### src/rtl/serial_adder_ctrl_pkg.sv
// serial_adder_ctrl_pkg: shared FSM state encodings for the bit-serial adder
package serial_adder_ctrl_pkg;
  typedef enum logic [1:0] {
    ST_IDLE = 2'd0,
    ST_RUN  = 2'd1,
    ST_DONE = 2'd2
  } state_t;
endpackage

### src/rtl/half_adder.sv
// half_adder: library cell, sum and carry of two bits
module half_adder (
  input  logic a,
  input  logic b,
  output logic sum,
  output logic carry
);
  assign sum   = a ^ b;
  assign carry = a & b;
endmodule

### src/rtl/serial_adder_ctrl_slice.sv
// full_adder_slice: one-bit full adder built from two half_adder cells and an OR
module full_adder_slice (
  input  logic A,
  input  logic B,
  input  logic CIN,
  output logic SUM,
  output logic COUT
);
  logic s1, c1, c2;
  half_adder u_ha0 (.a(A),  .b(B),   .sum(s1),  .carry(c1));
  half_adder u_ha1 (.a(s1), .b(CIN), .sum(SUM), .carry(c2));
  assign COUT = c1 | c2;
endmodule

### src/rtl/serial_adder_ctrl.sv
// serial_adder_ctrl: LSB-first bit-serial adder with start/busy/done handshake
module serial_adder_ctrl
  import serial_adder_ctrl_pkg::*;
#(
  parameter int WIDTH = 4
) (
  input  logic             clk,
  input  logic             rst,
  input  logic             start,
  input  logic [WIDTH-1:0] a,
  input  logic [WIDTH-1:0] b,
  input  logic             cin,
  output logic             busy,
  output logic             done,
  output logic [WIDTH-1:0] sum,
  output logic             cout
);
  localparam int CW = $clog2(WIDTH + 1);
  state_t st_q, st_d;
  logic [WIDTH-1:0] a_sr_q, a_sr_d, b_sr_q, b_sr_d, s_sr_q, s_sr_d, sum_q, sum_d, s_nx;
  logic [CW-1:0] cnt_q, cnt_d;
  logic c_q, c_d, cout_q, cout_d, busy_q, busy_d, done_q, done_d;
  logic s, co, run, idle, ld, last;
  full_adder_slice u_fa (.A(a_sr_q[0]), .B(b_sr_q[0]), .CIN(c_q), .SUM(s), .COUT(co));
  if (WIDTH == 1) begin : g_w1
    assign s_nx = s;
  end else begin : g_wn
    assign s_nx = {s, s_sr_q[WIDTH-1:1]};
  end
  assign last = cnt_q == CW'(WIDTH - 1);
  // next-state: load on accepted start, shift one bit per RUN cycle, latch result on last bit
  always_comb begin
    run    = st_q == ST_RUN;
    idle   = !(run || st_q == ST_DONE);
    ld     = idle && start;
    st_d   = ld ? ST_RUN : (run ? (last ? ST_DONE : ST_RUN) : ST_IDLE);
    a_sr_d = ld ? a : (run ? a_sr_q >> 1 : a_sr_q);
    b_sr_d = ld ? b : (run ? b_sr_q >> 1 : b_sr_q);
    c_d    = ld ? cin : (run ? co : c_q);
    cnt_d  = ld ? '0 : (run ? cnt_q + CW'(1) : cnt_q);
    s_sr_d = run ? s_nx : s_sr_q;
    sum_d  = (run && last) ? s_nx : sum_q;
    cout_d = (run && last) ? co : cout_q;
    busy_d = st_d != ST_IDLE;
    done_d = st_d == ST_DONE;
  end
  // state and registered outputs; reset aborts any operation in flight
  always_ff @(posedge clk) begin
    if (rst) begin
      st_q   <= ST_IDLE;
      a_sr_q <= '0;
      b_sr_q <= '0;
      s_sr_q <= '0;
      sum_q  <= '0;
      cnt_q  <= '0;
      c_q    <= 1'b0;
      cout_q <= 1'b0;
      busy_q <= 1'b0;
      done_q <= 1'b0;
    end else begin
      st_q   <= st_d;
      a_sr_q <= a_sr_d;
      b_sr_q <= b_sr_d;
      s_sr_q <= s_sr_d;
      sum_q  <= sum_d;
      cnt_q  <= cnt_d;
      c_q    <= c_d;
      cout_q <= cout_d;
      busy_q <= busy_d;
      done_q <= done_d;
    end
  end
  assign busy = busy_q;
  assign done = done_q;
  assign sum  = sum_q;
  assign cout = cout_q;
endmodule

### config.mk
export PLATFORM = sky130hd
export DESIGN_NAME = serial_adder_ctrl
export DESIGN_NICKNAME = d
export VERILOG_FILES = /design/src/rtl/serial_adder_ctrl_pkg.sv /design/src/rtl/half_adder.sv /design/src/rtl/serial_adder_ctrl_slice.sv /design/src/rtl/serial_adder_ctrl.sv
export SDC_FILE = /design/constraint.sdc
export NUM_CORES = 1
export LEC_CHECK = 0
export ABC_AREA = 1
export ABC_CLOCK_PERIOD_IN_PS = 2750
export CORE_MARGIN = 5
export CORE_UTILIZATION = 54
export CTS_BUF_LIST = sky130_fd_sc_hd__clkbuf_8 sky130_fd_sc_hd__clkbuf_16
export DETAILED_ROUTE_END_ITERATION = 6
export GPL_ROUTABILITY_DRIVEN = 0
export HOLD_SLACK_MARGIN = 0.1
export PLACE_DENSITY = 0.81
export SYNTH_ARGS = -nofsm -noshare
export SYNTH_HDL_FRONTEND = slang
export SYNTH_HIERARCHICAL = 1
export SYNTH_SLANG_ARGS = --single-unit
### constraint.sdc
create_clock -name clk -period 2.75 [get_ports clk]
set_input_delay 0.275 -clock clk [delete_from_list [all_inputs] [get_ports clk]]
set_output_delay 0.275 -clock clk [all_outputs]
set_load 0.01 [all_outputs]
==> Yosys cells after proc, flatten, opt, wreduce, memory -nomap -nowiden <==
Cells that the tools add are included.
{ "word_totals": {"ff_bits": 25, "latchBits": 0, "mem_bits_rw": 0, "mem_bits_ro": 0, "input_bits": 12, "word_cells": 36, "n_memories": 0} }
{ "op_classes": {"add_sub_neg": 1, "multipliers": 0, "div": 0, "magnitude_cmp": 0, "eq_ne": 4, "shift": 0, "muxes": 9, "bitwise_logic": 5, "reduce_logical": 7} }
{ "ops": {"columns": ["cell", "n"], "rows": [
  ["4-bit two-way mux", 4],
  ["2-bit two-way mux", 3],
  ["2-bit equality test (second input constant)", 2],
  ["2-bit nonzero test", 2],
  ["3-bit by 1-bit adder with 3-bit output (second input constant)", 1],
  ["3-bit by 2-bit equality test with 1-bit output (second input constant)", 1],
  ["1-bit bitwise AND", 2],
  ["2-bit by 1-bit equality test with 1-bit output (second input constant)", 1],
  ["1-bit logical AND", 2],
  ["1-bit two-way mux", 2],
  ["2-bit OR reduction", 1],
  ["1-bit bitwise XOR", 2],
  ["1-bit logical NOT", 1],
  ["1-bit logical OR", 1],
  ["1-bit bitwise OR", 1]
]} }

==> Longest topological paths before layout <==
Gate-level depths: netlist (run 1).
{ "depth": {"depth_word": 6, "depth_mapped": 8, "ltp_nobuf": 8} }

==> Modules after synthesis <==
Netlist (run 1), hierarchy kept.
{ "by_module_without_submodules": {"columns": ["module", "instances", "cells_per_inst", "area_each_um2", "seq_area_each_um2"], "rows": [
  ["serial_adder_ctrl", 1, 137, 1037.2, 480.5],
  ["half_adder", 2, 1, 12.5, 0.0],
  ["full_adder_slice", 1, 3, 11.3, 0.0]
]} }

==> Worst setup path before layout (run 1) <==
Ideal clock, no wire load.
{ "synth_timing": {"path_kind": "register to register", "start": "reg st_q[1]", "end": "reg a_sr_q[0]", "setup_ps": 132, "arrival_ps": 1066, "required_time_ps": 2618, "setup_slack_ps": 1552, "stages_incl_launch_ff": 9, "synth_period_minus_slack_ps": 1198, "cell_sequence": "dfxtp_1 -> inv_1 -> ha_1 -> buf_4 -> nand2_4 -> buf_6 -> nand2_1 -> nand2_1 -> a21oi_1"} }
{ "synth_via": {"elab_chain_cells": 5, "elab_cells_between_ends": 7} }
{ "synth_rtl": {"columns": ["item", "line", "source"], "rows": [
  ["from (decl)", "serial_adder_ctrl.sv:19", "state_t st_q, st_d;"],
  ["from (signal assigned)", "serial_adder_ctrl.sv:61", "st_q <= st_d;"],
  ["2-bit by 1-bit equality test with 1-bit output or 2-bit equality test (tied branches)", "serial_adder_ctrl.sv:33, serial_adder_ctrl.sv:34", null],
  ["1-bit logical OR", "serial_adder_ctrl.sv:34", "idle = !(run || st_q == ST_DONE);"],
  ["1-bit logical NOT", "serial_adder_ctrl.sv:34", null],
  ["1-bit logical AND", "serial_adder_ctrl.sv:35", "ld = idle && start;"],
  ["4-bit two-way mux or 2-bit nonzero test (tied branches)", null, null],
  ["to (signal assigned)", "serial_adder_ctrl.sv:62", "a_sr_q <= a_sr_d;"],
  ["to (decl)", "serial_adder_ctrl.sv:20", "logic [WIDTH-1:0] a_sr_q, a_sr_d, b_sr_q, b_sr_d, s_sr_q, s_sr_d, sum_q, sum_d, s_nx;"]
]} }
Several ways; a longest one is shown, not always the timed one.
A chain may end at the register's enable or synchronous reset.

==> Worst setup path after layout (run 1) <==
{ "layout_timing": {"start": "reg st_q[1]", "end": "reg b_sr_q[2]"} }
{ "layout_via": {"elab_chain_cells": 5, "elab_cells_between_ends": 7} }
{ "layout_rtl": {"columns": ["item", "line", "source"], "rows": [
  ["2-bit by 1-bit equality test with 1-bit output or 2-bit equality test (tied branches)", "serial_adder_ctrl.sv:33, serial_adder_ctrl.sv:34", null],
  ["1-bit logical OR", "serial_adder_ctrl.sv:34", null],
  ["1-bit logical NOT", "serial_adder_ctrl.sv:34", null],
  ["1-bit logical AND", "serial_adder_ctrl.sv:35", null],
  ["4-bit two-way mux or 2-bit nonzero test (tied branches)", null, null],
  ["to (signal assigned)", "serial_adder_ctrl.sv:63", "b_sr_q <= b_sr_d;"],
  ["to (decl)", "serial_adder_ctrl.sv:20", null]
]} }
Several ways; a longest one is shown, not always the timed one.

==> impl_metrics.toml, run 1 <==
[outcome]
outcome = "finished, final reports clean"

[placement]
hpwl_mm = 1.44
placed_area_um2 = 1240
portBuffers = 18

[sta]
slew_violations = 0
worst_slew_margin_rel_pct = 71.0
skew_ns = 0.00404
rsz0062_at_grt = "false"
finalHoldViolCount = 0
min_period_ns = 1.45
min_period_over_period_pct = 52.6
setup_viol = 0
fmax_ghz = 0.691
worstMarginPinSlew_ns = 0.433
tns_ns = 0

[final_layout]
nets = 177
finalInstanceArea_um2 = 1310
antennaDiodeCount = 0
layout_commonest_cell = "nand2_1"
layout_common_cells = "nand2_1 (28), dfxtp_1 (24), nor2_1 (19), clkdlybuf4s50_1 (18), nand3_1 (16)"
finish.utilization_pct = 68.2
synthToLayoutAreaGrowth_pct = 22.0
num-fill-cells = 170
drive_above_1_share_pct = 6.33

[floorplanning]
start_util_pct = 55.9
fp.dieW_um = 54.6
core.rowCount = 16
dieArea_um2 = 2980
num_io_pins = 19
die-height_um = 54.6
core_um2 = 1920

[synthesis]
syn_nets = 160
synth.avg_cell_area_um2 = 7.56
netlist_area_um2 = 1070
ys_seq_area_share_pct = 44.8
yosys_warnings = 6
synthCells = 142
synthDistinctLibCells = 19
synth_seq_cells = 24

[clock_tree]
cts_buffer_depth = 2
htreeDepth = 1
cts_tree = "built"
cts_setup_buffers = 0
clock-root-buffer = "clkbuf_8"
clock_latency_ns = 0.27
cts_sinks = 24
post_cts_resize_count = 0
cts_buffers = 3
hold_buffers = 0
clk_pin_slew_ns = 0.08

[drt]
firstDrtPassIters = 4
viasPerCell = 4.86
vias = 899
wire_per_inst_um = 11.1
ant_nets = 0
drc = 0
detail_route.iter0.violations = 21
wirelength_mm = 2.05

[power]
powerDensity_nw_per_um2 = 598
ir_worst_vdd_mv = 0.453
p_comb_share_pct = 12.9
p_int_mw = 0.605
power_mw = 0.784
p_leak_nw = 0.571
power_frac_clock_pct = 39.0
pwr-share-seq_pct = 48.1
p_sw_share_pct = 22.8
power_switching_mw = 0.179

[critical_path]
cp_data_arrival_time_ns = 1.58
crit_path_start_kind = "flip-flop"
critPathBufInv = 2
critPathMaxFanout = 9
crit_family = "buffers and inverters"
slowest_delay_ns = 0.37
slowest_stage = "ha_1"
required_ns = 2.89
crit_chain = "inv_1 -> ha_1 -> clkinv_1 -> nand3_1 -> a21oi_1"
crit_path_end_kind = "flip-flop"
crit_type = "flip-flop to flip-flop"

[global_route]
grt_pass1_wl_mm = 3.31
overflow = 0
grt_pass1_vias = 726
antenna_found_initial = 0
grt_max_degree = 21
grt.total_usage_pct = 15.8

[run]
drv_cap = 0

[worst_hold_path]
min_path_type = "flip-flop to flip-flop"
-- per-layer routing --
metal,track usage [%],up-vias,wire (um)
li1,-,478,-
met1,20.5,401,919
met2,24.6,15,1010
met3,3.27,5,79
met4,7.47,0,39
met5,0,-,0
-- metrics by stage --
step	setup slack, ns	hold slack [ns]	cells
2_1_floorplan	1.55	0.344	142
3_3_place_gp	1.19	0.451	181
3_5_place_dp	1.14	0.475	181
4_1_cts	1.30	0.488	185
5_1_grt	1.19	0.512	185
6_report	1.30	0.486	185
-- power by group through the flow --
| stage | clock (mW) | combinational [mW] | sequential, mW |
|---|---|---|---|
| detailed placement | 0 | 0.100 | 0.385 |
| global route | 0.330 | 0.115 | 0.379 |
| floorplan | 0 | 0.0748 | 0.383 |
| finish | 0.306 | 0.101 | 0.377 |
| CTS | 0.309 | 0.102 | 0.377 |
| global placement | 0 | 0.0978 | 0.384 |
-- area by class of cell --
| class | count | area, um^2 | area share (%) |
|---|---|---|---|
| flip-flops and latches | 24 | 480 | 36.7 |
| clock inverters | 1 | 30.0 | 2.29 |
| repair buffers | 18 | 180 | 13.8 |
| multi-input cells | 95 | 480 | 36.7 |
| well taps | 27 | 33.8 | 2.58 |
| clock buffers | 3 | 41.3 | 3.15 |
| inverters | 17 | 63.8 | 4.87 |
-- synthesized netlist by cell type --
cell type	n	area (um^2)
a31oi_1	1	6.26
nand3_1	16	80.1
nand2_1	28	105
buf_4	3	22.5
clkbuf_1	1	3.75
buf_6	2	22.5
nor2_1	19	71.3
a21oi_1	11	55.1
inv_2	2	7.51
xnor2_1	1	8.76
dfxtp_1	24	480
inv_1	14	52.6
nand2_4	1	11.3
clkinv_1	1	3.75
o21ai_0	8	40.0
ha_1	6	75.1
nand2_2	2	12.5
or2_0	1	6.26
a21oi_2	1	8.76
-- worst paths after layout --
| kind | from | endpoint | slack [ns] | cells after the start |
|---|---|---|---|---|
| setup / recovery | st_q[1] | b_sr_q[2] | 1.30 | 5 |
| hold / removal | b_sr_q[3] | b_sr_q[3] | 0.49 | 2 |
| setup reg to reg | st_q[1] | b_sr_q[2] | 1.30 | 5 |
| hold reg to reg | b_sr_q[3] | b_sr_q[3] | 0.49 | 2 |
-- kinds of logic after synthesis --
family	Yosys count	synth area share, %
AOI/OAI and AO/OA	21	10.3
xor gates and xnor gates	1	0.816
adders and majority gates	6	6.99
buffers and inverters	23	10.5
DFF	24	44.8
and+or+nand+nor	67	26.7
-- flip-flops by register name, indices dropped and copies added, names as in the netlist --
name / count
a_sr_q: 4
b_sr_q: 4
busy: 1
c_q: 1
cnt_q: 3
cout: 1
done: 1
s_sr_q: 3
st_q: 2
sum: 4
-- worst reg2reg max path, stage by stage, from the launching register on --
cell,delay (ns)
dfxtp_1,0.30
inv_1,0.07
ha_1,0.37
clkinv_1,0.32
nand3_1,0.17
a21oi_1,0.08
(Power assumes the default switching activity.)
==> run 2, diff against run 1 <==
--- a/config.mk
+++ b/config.mk
@@ -6,14 +6,14 @@
 export NUM_CORES = 1
 export LEC_CHECK = 0
 export ABC_AREA = 1
-export ABC_CLOCK_PERIOD_IN_PS = 2750
+export ABC_CLOCK_PERIOD_IN_PS = 1330
 export CORE_MARGIN = 5
-export CORE_UTILIZATION = 54
+export CORE_UTILIZATION = 45
 export CTS_BUF_LIST = sky130_fd_sc_hd__clkbuf_8 sky130_fd_sc_hd__clkbuf_16
 export DETAILED_ROUTE_END_ITERATION = 6
 export GPL_ROUTABILITY_DRIVEN = 0
 export HOLD_SLACK_MARGIN = 0.1
-export PLACE_DENSITY = 0.81
+export PLACE_DENSITY = 0.72
 export SYNTH_ARGS = -nofsm -noshare
 export SYNTH_HDL_FRONTEND = slang
 export SYNTH_HIERARCHICAL = 1
==> constraint.sdc (replaced) <==
create_clock -name clk -period 1.33 [get_ports clk]
set_input_delay 0.133 -clock clk [delete_from_list [all_inputs] [get_ports clk]]
set_output_delay 0.133 -clock clk [all_outputs]
set_load 0.01 [all_outputs]
==> run 2 against run 1 <==
Net effect: via count grew 2.6%; power increased by 110%; first-iteration DRC count fell by 71%.
==> impl_metrics.toml, run 2 (synthesis results as in run 1) <==
[power]
power_mw = 1.65
powerDensity_nw_per_um2 = 1200
power_frac_clock_pct = 38.4
p_int_mw = 1.27
pwr-share-seq_pct = 47.4
p_sw_share_pct = 23.2
power_switching_mw = 0.383
p_comb_share_pct = 14.2
p_leak_nw = 0.613
ir_worst_vdd_mv = 0.646

[critical_path]
crit_path_end_kind = "flip-flop"
crit_path_start_kind = "flip-flop"
cp_data_arrival_time_ns = 1.45
critPathMaxFanout = 9
required_ns = 1.49
crit_type = "flip-flop to flip-flop"

[global_route]
antenna_found_initial = 0
grt_max_degree = 21
grt.total_usage_pct = 13.3
overflow = 0
grt_pass1_wl_mm = 3.56
grt_pass1_vias = 892

[drt]
ant_nets = 0
vias = 922
wirelength_mm = 2.20
detail_route.iter0.violations = 6
viasPerCell = 4.83
drc = 0
wire_per_inst_um = 11.5
firstDrtPassIters = 4

[final_layout]
layout_commonest_cell = "nand2_1"
drive_above_1_share_pct = 11.0
nets = 182
synthToLayoutAreaGrowth_pct = 27.7
layout_common_cells = "nand2_1 (28), dfxtp_1 (23), nor2_1 (19), clkdlybuf4s50_1 (17), nand3_1 (16)"
antennaDiodeCount = 0

[sta]
layout_setup_ws_ns = 0.0439
skew_ns = 0.00211
slew_violations = 0
min_period_over_period_pct = 96.7
fmax_ghz = 0.778
finalHoldViolCount = 0
min_period_ns = 1.29
worst_slew_margin_rel_pct = 82.2
worstMarginPinSlew_ns = 0.265
setup_viol = 0

[clock_tree]
htreeDepth = 1
cts_buffers = 3
cts_sinks = 24
clock_latency_ns = 0.26
cts_tree = "built"
cts_buffer_depth = 2
clk_pin_slew_ns = 0.09
clock-root-buffer = "clkbuf_8"

[placement]
preCtsSetupSlack_ns = 0.0451
hpwl_mm = 1.52
portBuffers = 18

[outcome]
outcome = "finished, final reports clean"

[floorplanning]
num_io_pins = 19
fp.dieW_um = 58.8
start_util_pct = 47.6
core_um2 = 2250
core.rowCount = 17
die-height_um = 58.8
dieArea_um2 = 3460

[worst_hold_path]
min_path_type = "input pin to flip-flop"

[run]
drv_cap = 0
[run 2: cell count changes in the layout (fill, tap and decap cells not counted)]
cell and change:
buf_4 +4, clkdlybuf4s50_1 -1, dfxtp_1 -1, dfxtp_2 +1, dlymetal6s2s_1 +1, ha_1 -2, ha_2 +1, ha_4 +1
nand2_4 +1
[run 2: power by group through the flow]
stage	logic (mW)	clock network, mW	registers [mW]
after detailed placement	0.222	0	0.796
after CTS	0.223	0.650	0.779
after global routing	0.265	0.681	0.788
after floorplan	0.155	0	0.792
after global placement	0.214	0	0.794
final	0.235	0.634	0.783
[run 2: through the flow]
stage | std cells | TNS [ns] | hold WS, ns | area, um^2 | utilization, %
floorplan | 142 | 0 | 0.202 | 1070 | -
global route | 191 | -0.153 | 0.434 | 1370 | 60.8
finish | 191 | 0 | 0.421 | 1370 | 60.8
detailed placement | 186 | 0 | 0.472 | 1270 | 56.3
global placement | 186 | 0 | 0.456 | 1270 | 56.3
CTS | 190 | 0 | 0.419 | 1340 | 59.5
[run 2: repair_timing]
action                     in CTS  in global routing
hold endpoints to repair        0                  0
hold buffers                    0                  0
buffers inserted                0                  0
gates resized for setup         0                  5
setup endpoints to repair       0                  6
[run 2: cell type report]
| type | count | area, um^2 |
|---|---|---|
| fillers | 214 | 883 |
| multi-input cells | 96 | 507 |
| flip-flops and latches | 24 | 482 |
| repair buffers | 22 | 213 |
| inverters | 17 | 63.8 |
| clock buffers | 3 | 41.3 |
| well taps | 28 | 35.0 |
| clock inverters | 1 | 30.0 |
[run 2: final timing paths]
path                            startpoint         to  slack [ns]  cells after the start
worst max-delay path               st_q[1]  a_sr_q[0]        0.04                      5
worst max register to register     st_q[1]  a_sr_q[0]        0.04                      5
worst min register to register    cnt_q[1]   cnt_q[1]        0.48                      2
worst min-delay path                  a[3]  a_sr_q[3]        0.42                      3
[run 2: critical path, stage by stage, from the launching register on]
cell and delay, ns:
dfxtp_1 0.31, inv_1 0.08, ha_1 0.25, clkinv_1 0.28, nand3_1 0.18, a21oi_1 0.08
[run 2: per-layer routing]
metal | GRT usage, % | part of all wire, %
met1 | 15.8 | 45
met2 | 21.8 | 50
met3 | 3.07 | 4.1
met4 | 7.77 | 1.3
met5 | 0 | 0
==> run 3, diff against run 2 <==
--- a/config.mk
+++ b/config.mk
@@ -7,8 +7,10 @@
 export LEC_CHECK = 0
 export ABC_AREA = 1
 export ABC_CLOCK_PERIOD_IN_PS = 1330
-export CORE_MARGIN = 5
-export CORE_UTILIZATION = 45
+export CELL_PAD_IN_SITES_DETAIL_PLACEMENT = 0
+export CELL_PAD_IN_SITES_GLOBAL_PLACEMENT = 2
+export CORE_MARGIN = 3
+export CORE_UTILIZATION = 26
 export CTS_BUF_LIST = sky130_fd_sc_hd__clkbuf_8 sky130_fd_sc_hd__clkbuf_16
 export DETAILED_ROUTE_END_ITERATION = 6
 export GPL_ROUTABILITY_DRIVEN = 0
==> run 3 against run 2 <==
Net effect: first-iteration DRC count grew to 9.5 times the previous value; non-clock buffer count grew 2; wire length grew 0.82%; clock skew is essentially flat; worst hold slack gained 0.0025 ns; global-route usage shrank 3.1 points; design area grew 0.55%; count of clock-buffer cells in the layout grew 1; setup slack gained 0.021 ns; sequential power is essentially flat; critical path type is now flip-flop to output port; critical endpoint is now sum[1].
==> impl_metrics.toml, run 3 (synthesis results as in run 1) <==
[global_route]
overflow = 0
grt.total_usage_pct = 10.2
grt_max_degree = 21
grt_pass1_wl_mm = 4.14
grt_pass1_vias = 953
antenna_found_initial = 0

[power]
p_sw_share_pct = 25.0
powerDensity_nw_per_um2 = 1090
pwr-share-seq_pct = 52.0
p_comb_share_pct = 15.2
power_switching_mw = 0.375
ir_worst_vdd_mv = 0.774
power_frac_clock_pct = 32.8
p_leak_nw = 0.588
p_int_mw = 1.13

[outcome]
outcome = "finished, final reports clean"

[drt]
wire_per_inst_um = 10.5
viasPerCell = 4.43
ant_nets = 0
drc = 0
vias = 940
wirelength_mm = 2.22
detail_route.iter0.violations = 57
firstDrtPassIters = 6

[clock_tree]
cts_tree = "built"
clock_latency_ns = 0.26
cts_buffer_depth = 2
cts_setup_buffers = 0
clk_pin_slew_ns = 0.08
cts_buffers = 3
clock-root-buffer = "clkbuf_8"
htreeDepth = 1
cts_sinks = 24

[worst_hold_path]
min_path_type = "input pin to flip-flop"

[floorplanning]
die-height_um = 70.3
dieArea_um2 = 4940
fp.dieW_um = 70.3
core_um2 = 3830
start_util_pct = 28.1
num_io_pins = 19
core.rowCount = 22

[critical_path]
critPathBufInv = 1
crit_type = "flip-flop to output port"
cp_data_arrival_time_ns = 1.13
crit_chain = "clkdlybuf4s50_1"
required_ns = 1.20
slowest_delay_ns = 0.53
crit_family = "buffers and inverters"
slowest_stage = "clkdlybuf4s50_1"
crit_path_start_kind = "flip-flop"
crit_path_end_kind = "output port"
critPathMaxFanout = 2

[final_layout]
drive_above_1_share_pct = 11.6
nets = 183
synthToLayoutAreaGrowth_pct = 28.4
num-fill-cells = 414
antennaDiodeCount = 0
finalInstanceArea_um2 = 1380
layout_commonest_cell = "nand2_1"
layout_common_cells = "nand2_1 (28), dfxtp_1 (23), nor2_1 (19), clkdlybuf4s50_1 (18), nand3_1 (16)"

[sta]
layout_setup_ws_ns = 0.0652
min_period_over_period_pct = 95.1
worstMarginPinSlew_ns = 0.280
slew_violations = 0
fmax_ghz = 0.791
finalHoldViolCount = 0
setup_viol = 0
worst_slew_margin_rel_pct = 81.2
skew_ns = 0.00192
tns_ns = 0
min_period_ns = 1.26

[placement]
hpwl_mm = 1.57
preCtsSetupSlack_ns = 0.0901
placed_area_um2 = 1310
portBuffers = 18

[run]
drv_cap = 0
==> run 3: layout make-up <==
| class | instances | area, um^2 | area share (%) |
|---|---|---|---|
| clock buffer | 4 | 55.1 | 3.99 |
| inverter | 17 | 63.8 | 4.63 |
| multi-input combinational | 95 | 493 | 35.8 |
| sequential | 24 | 482 | 34.9 |
| tap | 48 | 60.1 | 4.36 |
| timing repair buffer | 24 | 225 | 16.3 |
==> run 3: worst paths after layout <==
check | startpoint | endpoint | slack (ns) | depth (start not counted)
max | sum[1] | sum[1] | 0.07 | 1
min | b[3] | b_sr_q[3] | 0.42 | 3
max reg2reg | st_q[1] | cnt_q[1] | 0.10 | 5
min reg2reg | cnt_q[1] | cnt_q[1] | 0.47 | 2
==> run 3: power groups by stage <==
stage | Sequential (mW) | Combinational, mW | Clock [mW]
after floorplan | 0.792 | 0.155 | 0
after global placement | 0.794 | 0.225 | 0
after detailed placement | 0.795 | 0.227 | 0
after CTS | 0.778 | 0.227 | 0.516
after global routing | 0.788 | 0.265 | 0.548
final | 0.782 | 0.228 | 0.493
==> run 3: routing by layer <==
layer / GRT usage (%) / share of wire, %
met2: 16.8 / 43
met5: 0 / 0
met4: 2.77 / 0.99
met3: 4.03 / 6.3
met1: 12.3 / 49
==> run 3: metrics by stage <==
step,cells,total power [mW],hold slack (ns),utilization [%]
2_1_floorplan,142,0.946,0.202,-
3_3_place_gp,208,1.02,0.452,34.2
3_5_place_dp,208,1.02,0.468,34.2
4_1_cts,212,1.52,0.416,35.7
5_1_grt,212,1.60,0.442,36.0
6_report,212,1.50,0.424,36.0
==> run 3: worst reg2reg max path, stage by stage, from the launching register on <==
cell and delay, ns:
dfxtp_1 0.31, inv_1 0.05, ha_1 0.32, nand2_4 0.21, nand2_2 0.14, a21oi_1 0.13
==> run 3: repair_timing <==
action / CTS / global route
setup endpoints to repair: 0 / 3
resized for setup: 0 / 3
hold buffers: 0 / 0
